$ cat src/rtl/rx.sv
// UART receiver: 1 start, WIDTH_DATA data bits MSB first, NB_STOP stop bits.
// Ports: i_clk/i_rst, clk_rx (OVS x baud), i_rx line, i_re pop -> o_data, o_full, o_ferr, o_ovr.
module rx #(
  parameter int WIDTH_DATA = 8,
  parameter int NB_STOP    = 2,
  parameter int OVS        = 16
) (
  input  logic                  i_clk,
  input  logic                  i_rst,
  input  logic                  clk_rx,
  input  logic                  i_rx,
  input  logic                  i_re,
  output logic [WIDTH_DATA-1:0] o_data,
  output logic                  o_full,
  output logic                  o_ferr,
  output logic                  o_ovr
);

  localparam int CW   = $clog2(OVS);
  localparam int BMAX = (WIDTH_DATA > NB_STOP) ? WIDTH_DATA : NB_STOP;
  localparam int BW   = $clog2(BMAX + 1);

  typedef enum logic [2:0] {
    WAIT_IDLE,
    IDLE,
    START,
    DATA,
    STOP
  } state_t;

  state_t                state, state_n;
  logic [CW-1:0]         cnt, cnt_n;
  logic [BW-1:0]         bcnt, bcnt_n;
  logic [WIDTH_DATA-1:0] sr, sr_n;
  logic                  bad, bad_n;
  logic                  load;

  logic rx_m, rx_s;
  logic ck_m, ck_s;
  logic tick;
  logic half, mid;

  // Edge flops reset high so releasing reset with clk_rx high
  // cannot fake a tick while rx_s still holds its reset value.
  always_ff @(posedge i_clk or posedge i_rst) begin
    if (i_rst) begin
      rx_m <= 1'b1;
      rx_s <= 1'b1;
      ck_m <= 1'b1;
      ck_s <= 1'b1;
    end else begin
      rx_m <= i_rx;
      rx_s <= rx_m;
      ck_m <= clk_rx;
      ck_s <= ck_m;
    end
  end

  assign tick = ck_m & ~ck_s;
  assign half = (cnt == CW'(OVS/2 - 1));
  assign mid  = (cnt == CW'(OVS - 1));

  always_ff @(posedge i_clk or posedge i_rst) begin
    if (i_rst) begin
      state <= WAIT_IDLE;
      cnt   <= '0;
      bcnt  <= '0;
      sr    <= '0;
      bad   <= 1'b0;
    end else begin
      state <= state_n;
      cnt   <= cnt_n;
      bcnt  <= bcnt_n;
      sr    <= sr_n;
      bad   <= bad_n;
    end
  end

  always_comb begin
    state_n = state;
    cnt_n   = cnt;
    bcnt_n  = bcnt;
    sr_n    = sr;
    bad_n   = bad;
    load    = 1'b0;
    if (tick) begin
      unique case (state)
        WAIT_IDLE: begin
          if (rx_s) state_n = IDLE;
        end
        IDLE: begin
          if (!rx_s) begin
            cnt_n   = '0;
            state_n = START;
          end
        end
        START: begin
          if (half) begin
            cnt_n   = '0;
            bcnt_n  = '0;
            bad_n   = 1'b0;
            state_n = rx_s ? IDLE : DATA;
          end else begin
            cnt_n = cnt + CW'(1);
          end
        end
        DATA: begin
          if (mid) begin
            cnt_n = '0;
            sr_n  = {sr[WIDTH_DATA-2:0], rx_s};
            if (bcnt == BW'(WIDTH_DATA - 1)) begin
              bcnt_n  = '0;
              state_n = STOP;
            end else begin
              bcnt_n = bcnt + BW'(1);
            end
          end else begin
            cnt_n = cnt + CW'(1);
          end
        end
        STOP: begin
          if (mid) begin
            cnt_n = '0;
            bad_n = bad | ~rx_s;
            if (bcnt == BW'(NB_STOP - 1)) begin
              bcnt_n  = '0;
              load    = 1'b1;
              // A low last stop bit means break or a bad line:
              // insist on seeing it high before the next start.
              state_n = rx_s ? IDLE : WAIT_IDLE;
            end else begin
              bcnt_n = bcnt + BW'(1);
            end
          end else begin
            cnt_n = cnt + CW'(1);
          end
        end
        default: state_n = WAIT_IDLE;
      endcase
    end
  end

  // A load in the same cycle as a read wins; the read took the old word.
  always_ff @(posedge i_clk or posedge i_rst) begin
    if (i_rst) begin
      o_data <= '0;
      o_full <= 1'b0;
      o_ferr <= 1'b0;
      o_ovr  <= 1'b0;
    end else if (load) begin
      o_data <= sr;
      o_ferr <= bad | ~rx_s;
      o_full <= 1'b1;
      if (o_full && !i_re) begin
        o_ovr <= 1'b1;
      end else if (o_full && i_re) begin
        o_ovr <= 1'b0;
      end
    end else if (i_re && o_full) begin
      o_full <= 1'b0;
      o_ovr  <= 1'b0;
    end
  end

endmodule

$ cat config.mk
export PLATFORM = sky130hd
export DESIGN_NAME = rx
export DESIGN_NICKNAME = d
export VERILOG_FILES = /design/src/rtl/rx.sv
export SDC_FILE = /design/constraint.sdc
export NUM_CORES = 1
export LEC_CHECK = 0
export ABC_CLOCK_PERIOD_IN_PS = 1900
export BUFFER_PORTS_ARGS = -buffer_cell sky130_fd_sc_hd__buf_2
export CAP_MARGIN = 10
export CORE_ASPECT_RATIO = 0.6
export CORE_MARGIN = 2
export CORE_UTILIZATION = 50
export CTS_CLUSTER_SIZE = 16
export DETAILED_ROUTE_END_ITERATION = 16
export GPL_TIMING_DRIVEN = 0
export PLACE_DENSITY = 0.83
export RECOVER_POWER = 50
export SYNTH_ARGS = -nofsm -noshare
export SYNTH_HDL_FRONTEND = slang
export SYNTH_SLANG_ARGS = --single-unit
$ cat constraint.sdc
create_clock -name i_clk -period 1.9 [get_ports i_clk]
set_input_delay 0.285 -clock i_clk [delete_from_list [all_inputs] [get_ports i_clk]]
set_output_delay 0.285 -clock i_clk [all_outputs]
set_load 0.02 [all_outputs]
==> summary.txt, run 1 <==
Critical path
  – R2R depth: 6
  – Class of the most critical setup path: reg -> reg
  – Crit. End Element: register
  – Startpoint types: register
  – End of the critical path: state[2]$_DFFE_PP0P_
  – Worst path slowest cell: or4_4
  – Worst R2R Start: bcnt[1]$_DFFE_PP0P_
  – Worst Setup SP: bcnt[1]$_DFFE_PP0P_
  – Reg2reg end: state[2]$_DFFE_PP0P_
  – CP arrival: 2.11 ns
  – Worst path cell trace: inv_1 -> ha_1 -> nor3b_4 -> o2bb2ai_4 -> or4_4 -> mux2_4
  – Critical path fanouts, max: 4
  – Critical Path RT: 2.08 ns
  – Setup slack, reg-to-reg: -0.04 ns
  – Largest stage delay, worst path: 0.55 ns

Route
  – Met2 Wirelength: 1660 um
  – First DRT Iteration DRCs: 68
  – Routed WL per cell: 16.3 um
  – DR vias: 1215
  – Met1 WL: 1620 um
  – Via density: 5.70
  – Routed Antenna Nets: 0
  – First drt pass iteration count: 4
  – Top Layer Used: met4
  – WL met3: 147 um
  – WL final: 3470 um
  – DRC viols: 0

Synth
  – Yosys cell types: 47
  – FFs w/ async S/R, synth: 1.00
  – Register area share after synthesis: 0.523
  – Post-Syn Area: 0.00168 sq mm
  – Cell taking the most area after synthesis: dfrtp_1
  – Post-Syn Instances: 142
  – Syn Area/Cell: 11.9 sq um
  – Post-synth EDFFs: 0
  – Most frequent cell after synthesis: dfrtp_1
  – Post-synth top flop: dfrtp_1
  – Leading post-synthesis cells by cell area: dfrtp_1 46%, mux2_1 11%, dfstp_2 6.2%, ha_1 2.2%, inv_1 2.2%
  – Synth top area share: 0.461
  – Synth Warn #: 0
  – #FFs+latches synth: 35
  – Commonest cells in the synthesized netlist: 31 x dfrtp_1, 16 x mux2_1, 10 x inv_1
  – Syn nets: 150

Final layout
  – Nets: 175
  – Final Cell Area: 0.00201 sq mm
  – Fin cells: 213
  – Layout cell share with drive strength beyond 1: 0.268
  – Ant. Diodes: 0
  – Area grow syn2layout: 19.5%

Power
  – Worst VDD drop: 0.755 mV
  – Pwr Density: 1100 mW/mm^2
  – Static Leakage: 0.000981 uW

Floorplan
  – Die Span X: 78.9 um
  – Initial Util: 0.519
  – Core Area: 0.00324 sq mm
  – I/O Pins: 16
  – Cell Rows: 16
  – Die footprint: 0.00386 sq mm
  – Die height: 49.0 um

Timing
  – Hold slack: 0.0889 ns
  – Final slew viol count: 0
  – Fin. Hold Viols: 0
  – Final period utilization: 1.02
  – Max_slew headroom: 0.124
  – Setup ws final: -0.0356 ns
  – Post-route minimum period: 1.94 ns
  – Achievable Freq: 517 MHz
  – Skew final: 0.00299 ns
  – RSZ-0062 raised after global routing: yes
  – Final setup fails: 2
  – Setup TNS: -0.0449 ns
  – Worst-margin pin slew: 1.31 ns

Status
  – Violated checks: negative setup slack
  – Run status: finished with violations

Placement
  – GPL Wtd Cong: 0.834
  – Port buffer count: 15
  – Dpl cell area: 0.00182 sq mm
  – Placed insts: 202
  – Hpwl dp: 2420 um

Global route
  – Initial antenna violation count: 0
  – First-pass GRT wire length: 5660 um
  – Grt ovf: 0
  – Total GRT Usage: 0.196
  – Pin count of the biggest net entering global routing: 36
  – Vias in the first global route: 1208

Clock network
  – Clk_lat worst skew: 0.29 ns
  – TritonCTS clock tree: done
  – # clock sinks: 35
  – CTS Buf Count: 5
  – H-tree levels: 2
  – CTS Root Cell: clkbuf_8
  – Clock tree buffer depth: 2
  – Clock-pin slew on the worst setup and hold paths: 0.07 ns
  – Post-CTS Hold Buffers: 0

Min path
  – Worst min path class: in -> reg
  – HP Start: i_rx

Job
  – MaxCap Viol Count: 0
-- repair_timing --
item / in CTS / in global routing
setup buffers: 3 / 1
gates resized for setup: 6 / 9
pin swaps: 4 / 1
setup endpoints to repair: 17 / 14
cloned: 0 / 0
-- metrics by stage --
step | setup WS, ns | util | total power [uW]
floorplan | 0.0166 | - | 1360
global placement | -0.133 | 0.560 | 1450
detailed placement | -0.199 | 0.560 | 1500
CTS | -0.0298 | 0.605 | 2170
global route | -0.127 | 0.621 | 2340
finish | -0.0356 | 0.621 | 2210
-- per-layer routing --
metal | track usage | vias up
met2 | 0.303 | 30
met3 | 0.0556 | 5
met5 | 0 | -
met4 | 0.0776 | 0
li1 | - | 569
met1 | 0.264 | 611
-- worst max-delay path, delay by kind of cell, from the launching register on --
kind                     cells  cell delay (ns)
multiplexers                 1             0.31
adder cells (fa/ha/maj)      1             0.14
AND/OR/NAND/NOR              2             0.80
AO/OA/AOI/OAI                1             0.09
buffers and inverters        1             0.07
flip-flops                   1             0.41
-- state kept, by name, indices dropped and copies added (netlist names), named ones only --
| name | count |
|---|---|
| cnt | 4 |
| o_full | 1 |
| rx_m | 1 |
| ck_s | 1 |
| bcnt | 4 |
| bad | 1 |
| o_data | 8 |
| ck_m | 1 |
| sr | 8 |
| o_ferr | 1 |
| rx_s | 1 |
| state | 3 |
-- where the power goes --
group | internal (uW) | switching, uW
Combinational | 328 | 397
Sequential | 822 | 70.7
Clock | 331 | 265
-- cell type report --
cell class / count / area [sq um]
multi-input combinational: 90 / 791
sequential: 35 / 881
inverter: 10 / 37.5
clock buffer: 8 / 100
buffer: 6 / 42.5
tap: 45 / 56.3
fill: 274 / 1230
timing repair buffer: 19 / 105
-- how the worst min path moves through the flow --
stage / end / slack (ns) / cells past startpoint
global placement: rx_s$_DFF_PP1_ / 0.35 / 0
floorplan: ck_m$_DFF_PP1_ / 0.29 / 0
detailed placement: rx_s$_DFF_PP1_ / 0.35 / 0
global route: rx_m$_DFF_PP1_ / 0.08 / 1
finish: rx_m$_DFF_PP1_ / 0.09 / 1
CTS: ck_m$_DFF_PP1_ / 0.08 / 1
-- cell families after synthesis --
| kind of cell | synth area share |
|---|---|
| adders and majority gates | 0.0223 |
| buffers and inverters | 0.0438 |
| AOI/OAI and AO/OA | 0.130 |
| and+or+nand+nor | 0.153 |
| muxes | 0.128 |
| DFF | 0.523 |
-- cell usage in the layout (no fill, tap or decap), drive strengths merged, types with 3 or more instances in the layout --
cell type and count:
a21oi 3, buf 22, clkbuf 11, dfrtp 31, dfstp 4, ha 3
inv 10, mux2 17, nand2 6, nand2b 6, nand3 4, nor2b 3
nor3b 3, o21ai 4, o31ai 3
Power figures use the tool's default switching activity.
==> run 2: changes to the inputs <==
--- a/config.mk
+++ b/config.mk
@@ -8,8 +8,8 @@
 export ABC_CLOCK_PERIOD_IN_PS = 1900
 export BUFFER_PORTS_ARGS = -buffer_cell sky130_fd_sc_hd__buf_2
 export CAP_MARGIN = 10
-export CORE_ASPECT_RATIO = 0.6
-export CORE_MARGIN = 2
+export CORE_ASPECT_RATIO = 1.4
+export CORE_MARGIN = 8
 export CORE_UTILIZATION = 50
 export CTS_CLUSTER_SIZE = 16
 export DETAILED_ROUTE_END_ITERATION = 16
==> run 2 against run 1 <==
Effect of this change: the run ends with negative hold slack left; critical path depth decreased by 1; register-to-register slack better by 0.05 ns; clock-buffer cell count shrank 2; global-route usage down 6.4 points; utilization fell by 1.9 points; combinational power shrank 6.1%; non-clock buffer count grew 2; highest routed layer unchanged.
==> summary.txt, run 2 (synthesized netlist as in run 1, its figures left out) <==
Floorplan
  – Die height: 84.7 um
  – Die footprint: 0.00551 sq mm
  – I/O Pins: 16
  – Cell Rows: 25
  – Initial Util: 0.508
  – Core Area: 0.00332 sq mm
  – Die Span X: 65.1 um

Timing
  – Achievable Freq: 530 MHz
  – Fin. Hold Viols: 16
  – RSZ-0062 raised after global routing: yes
  – Max_slew headroom: 0.347
  – Setup TNS: 0 ns
  – Hold slack: -0.0352 ns
  – Post-route minimum period: 1.89 ns
  – Final setup fails: 0
  – Worst-margin pin slew: 0.979 ns
  – Skew final: 0.00825 ns
  – Final period utilization: 0.993
  – Final slew viol count: 0

Route
  – DRC viols: 0
  – WL final: 3510 um
  – Routed WL per cell: 16.7 um
  – First drt pass iteration count: 4
  – Routed Antenna Nets: 0
  – Via density: 5.87
  – DR vias: 1233
  – First DRT Iteration DRCs: 36

Critical path
  – Worst R2R Start: bcnt[0]$_DFFE_PP0P_
  – Critical path fanouts, max: 4
  – Critical Path RT: 2.07 ns
  – CP arrival: 2.06 ns
  – R2R depth: 5
  – Worst Setup SP: bcnt[0]$_DFFE_PP0P_
  – Setup slack, reg-to-reg: 0.01 ns
  – Startpoint types: register
  – Reg2reg end: state[2]$_DFFE_PP0P_
  – Crit. End Element: register
  – Class of the most critical setup path: reg -> reg

Clock network
  – Clock tree buffer depth: 2
  – Post-CTS Hold Buffers: 0
  – Clock-pin slew on the worst setup and hold paths: 0.07 ns
  – Clk_lat worst skew: 0.29 ns
  – CTS Root Cell: clkbuf_8
  – TritonCTS clock tree: done
  – H-tree levels: 2
  – CTS Buf Count: 5
  – # clock sinks: 35

Status
  – Run status: finished with violations
  – Violated checks: negative hold slack

Global route
  – Initial antenna violation count: 0
  – Total GRT Usage: 0.132
  – Grt ovf: 0
  – Pin count of the biggest net entering global routing: 36
  – First-pass GRT wire length: 5620 um
  – Vias in the first global route: 1245

Min path
  – Worst min path class: in -> async

Power
  – Static Leakage: 0.000962 uW
  – Worst VDD drop: 0.669 mV
  – Pwr Density: 1080 mW/mm^2

Final layout
  – Commonest non-fill, non-tap cell in the layout: dfrtp_1
  – Fin cells: 210
  – Area grow syn2layout: 18.4%
  – Post-layout util: 0.602
  – Ant. Diodes: 0
  – Nets: 177
  – Biggest regs: o_data: 8 flops, sr: 8 flops
  – Layout cell share with drive strength beyond 1: 0.288
  – Commonest cells after routing, fill and taps aside: 31 x dfrtp_1, 16 x buf_2, 16 x mux2_1

Placement
  – Hpwl dp: 2400 um
  – GPL Wtd Cong: 0.909
  – Port buffer count: 15
  – Placed insts: 197

Job
  – MaxCap Viol Count: 0
-- run 2: cell types whose count changed in the layout (fill, tap and decap cells not counted), sizes merged --
cell,previous run,this run
inv,10,9
clkinv,0,2
buf,22,23
clkbuf,11,10
clkinvlp,0,1
-- run 2: routing by layer --
metal  wire length [um]  track usage  vias to the layer above
li1                   -            -                      571
met3                 99       0.0439                       10
met5                  0            0                        -
met2               1940        0.222                       20
met1               1350        0.138                      632
met4                116       0.0777                        0
-- run 2: layout make-up --
| class | count | area (sq um) |
|---|---|---|
| Fill cell | 297 | 1320 |
| Inverter | 10 | 37.5 |
| Timing Repair Buffer | 21 | 116 |
| Multi-Input combinational cell | 90 | 772 |
| Clock inverter | 2 | 16.3 |
| Sequential cell | 35 | 881 |
| Clock buffer | 6 | 82.6 |
| Buffer | 6 | 38.8 |
| Tap cell | 40 | 50.0 |
-- run 2: worst max-delay path, cell delays in order (launching register included) --
cell and delay, ns:
dfrtp_1 0.41, ha_2 0.22, nand3b_1 0.13, o2bb2ai_2 0.17
or4_4 0.54, mux2_4 0.31
-- run 2: what timing repair did --
item,CTS,global route
pin swaps,3,2
setup buffers,4,1
gates resized for setup,3,11
endpoints found under the setup margin,17,25
-- run 2: how the worst max path moves through the flow --
stage,endpoint,slack [ns]
final,state[2]$_DFFE_PP0P_,0.01
after detailed placement,state[1]$_DFFE_PP0P_,-0.14
after global placement,state[1]$_DFFE_PP0P_,-0.09
after floorplan,state[2]$_DFFE_PP0P_,0.02
after CTS,state[1]$_DFFE_PP0P_,0.001
after global routing,state[2]$_DFFE_PP0P_,-0.04
-- run 2: stage by stage --
step | area (sq um) | total power, uW | worst slack (ns)
global placement | 1810 | 1450 | -0.0895
CTS | 1950 | 2110 | 0.00140
finish | 1990 | 2150 | 0.0134
global route | 1990 | 2270 | -0.0411
detailed placement | 1810 | 1490 | -0.142
floorplan | 1680 | 1360 | 0.0166
-- run 2: power by group --
part	internal [uW]	switching [uW]
clock network	295	274
registers	822	73.0
logic	307	375
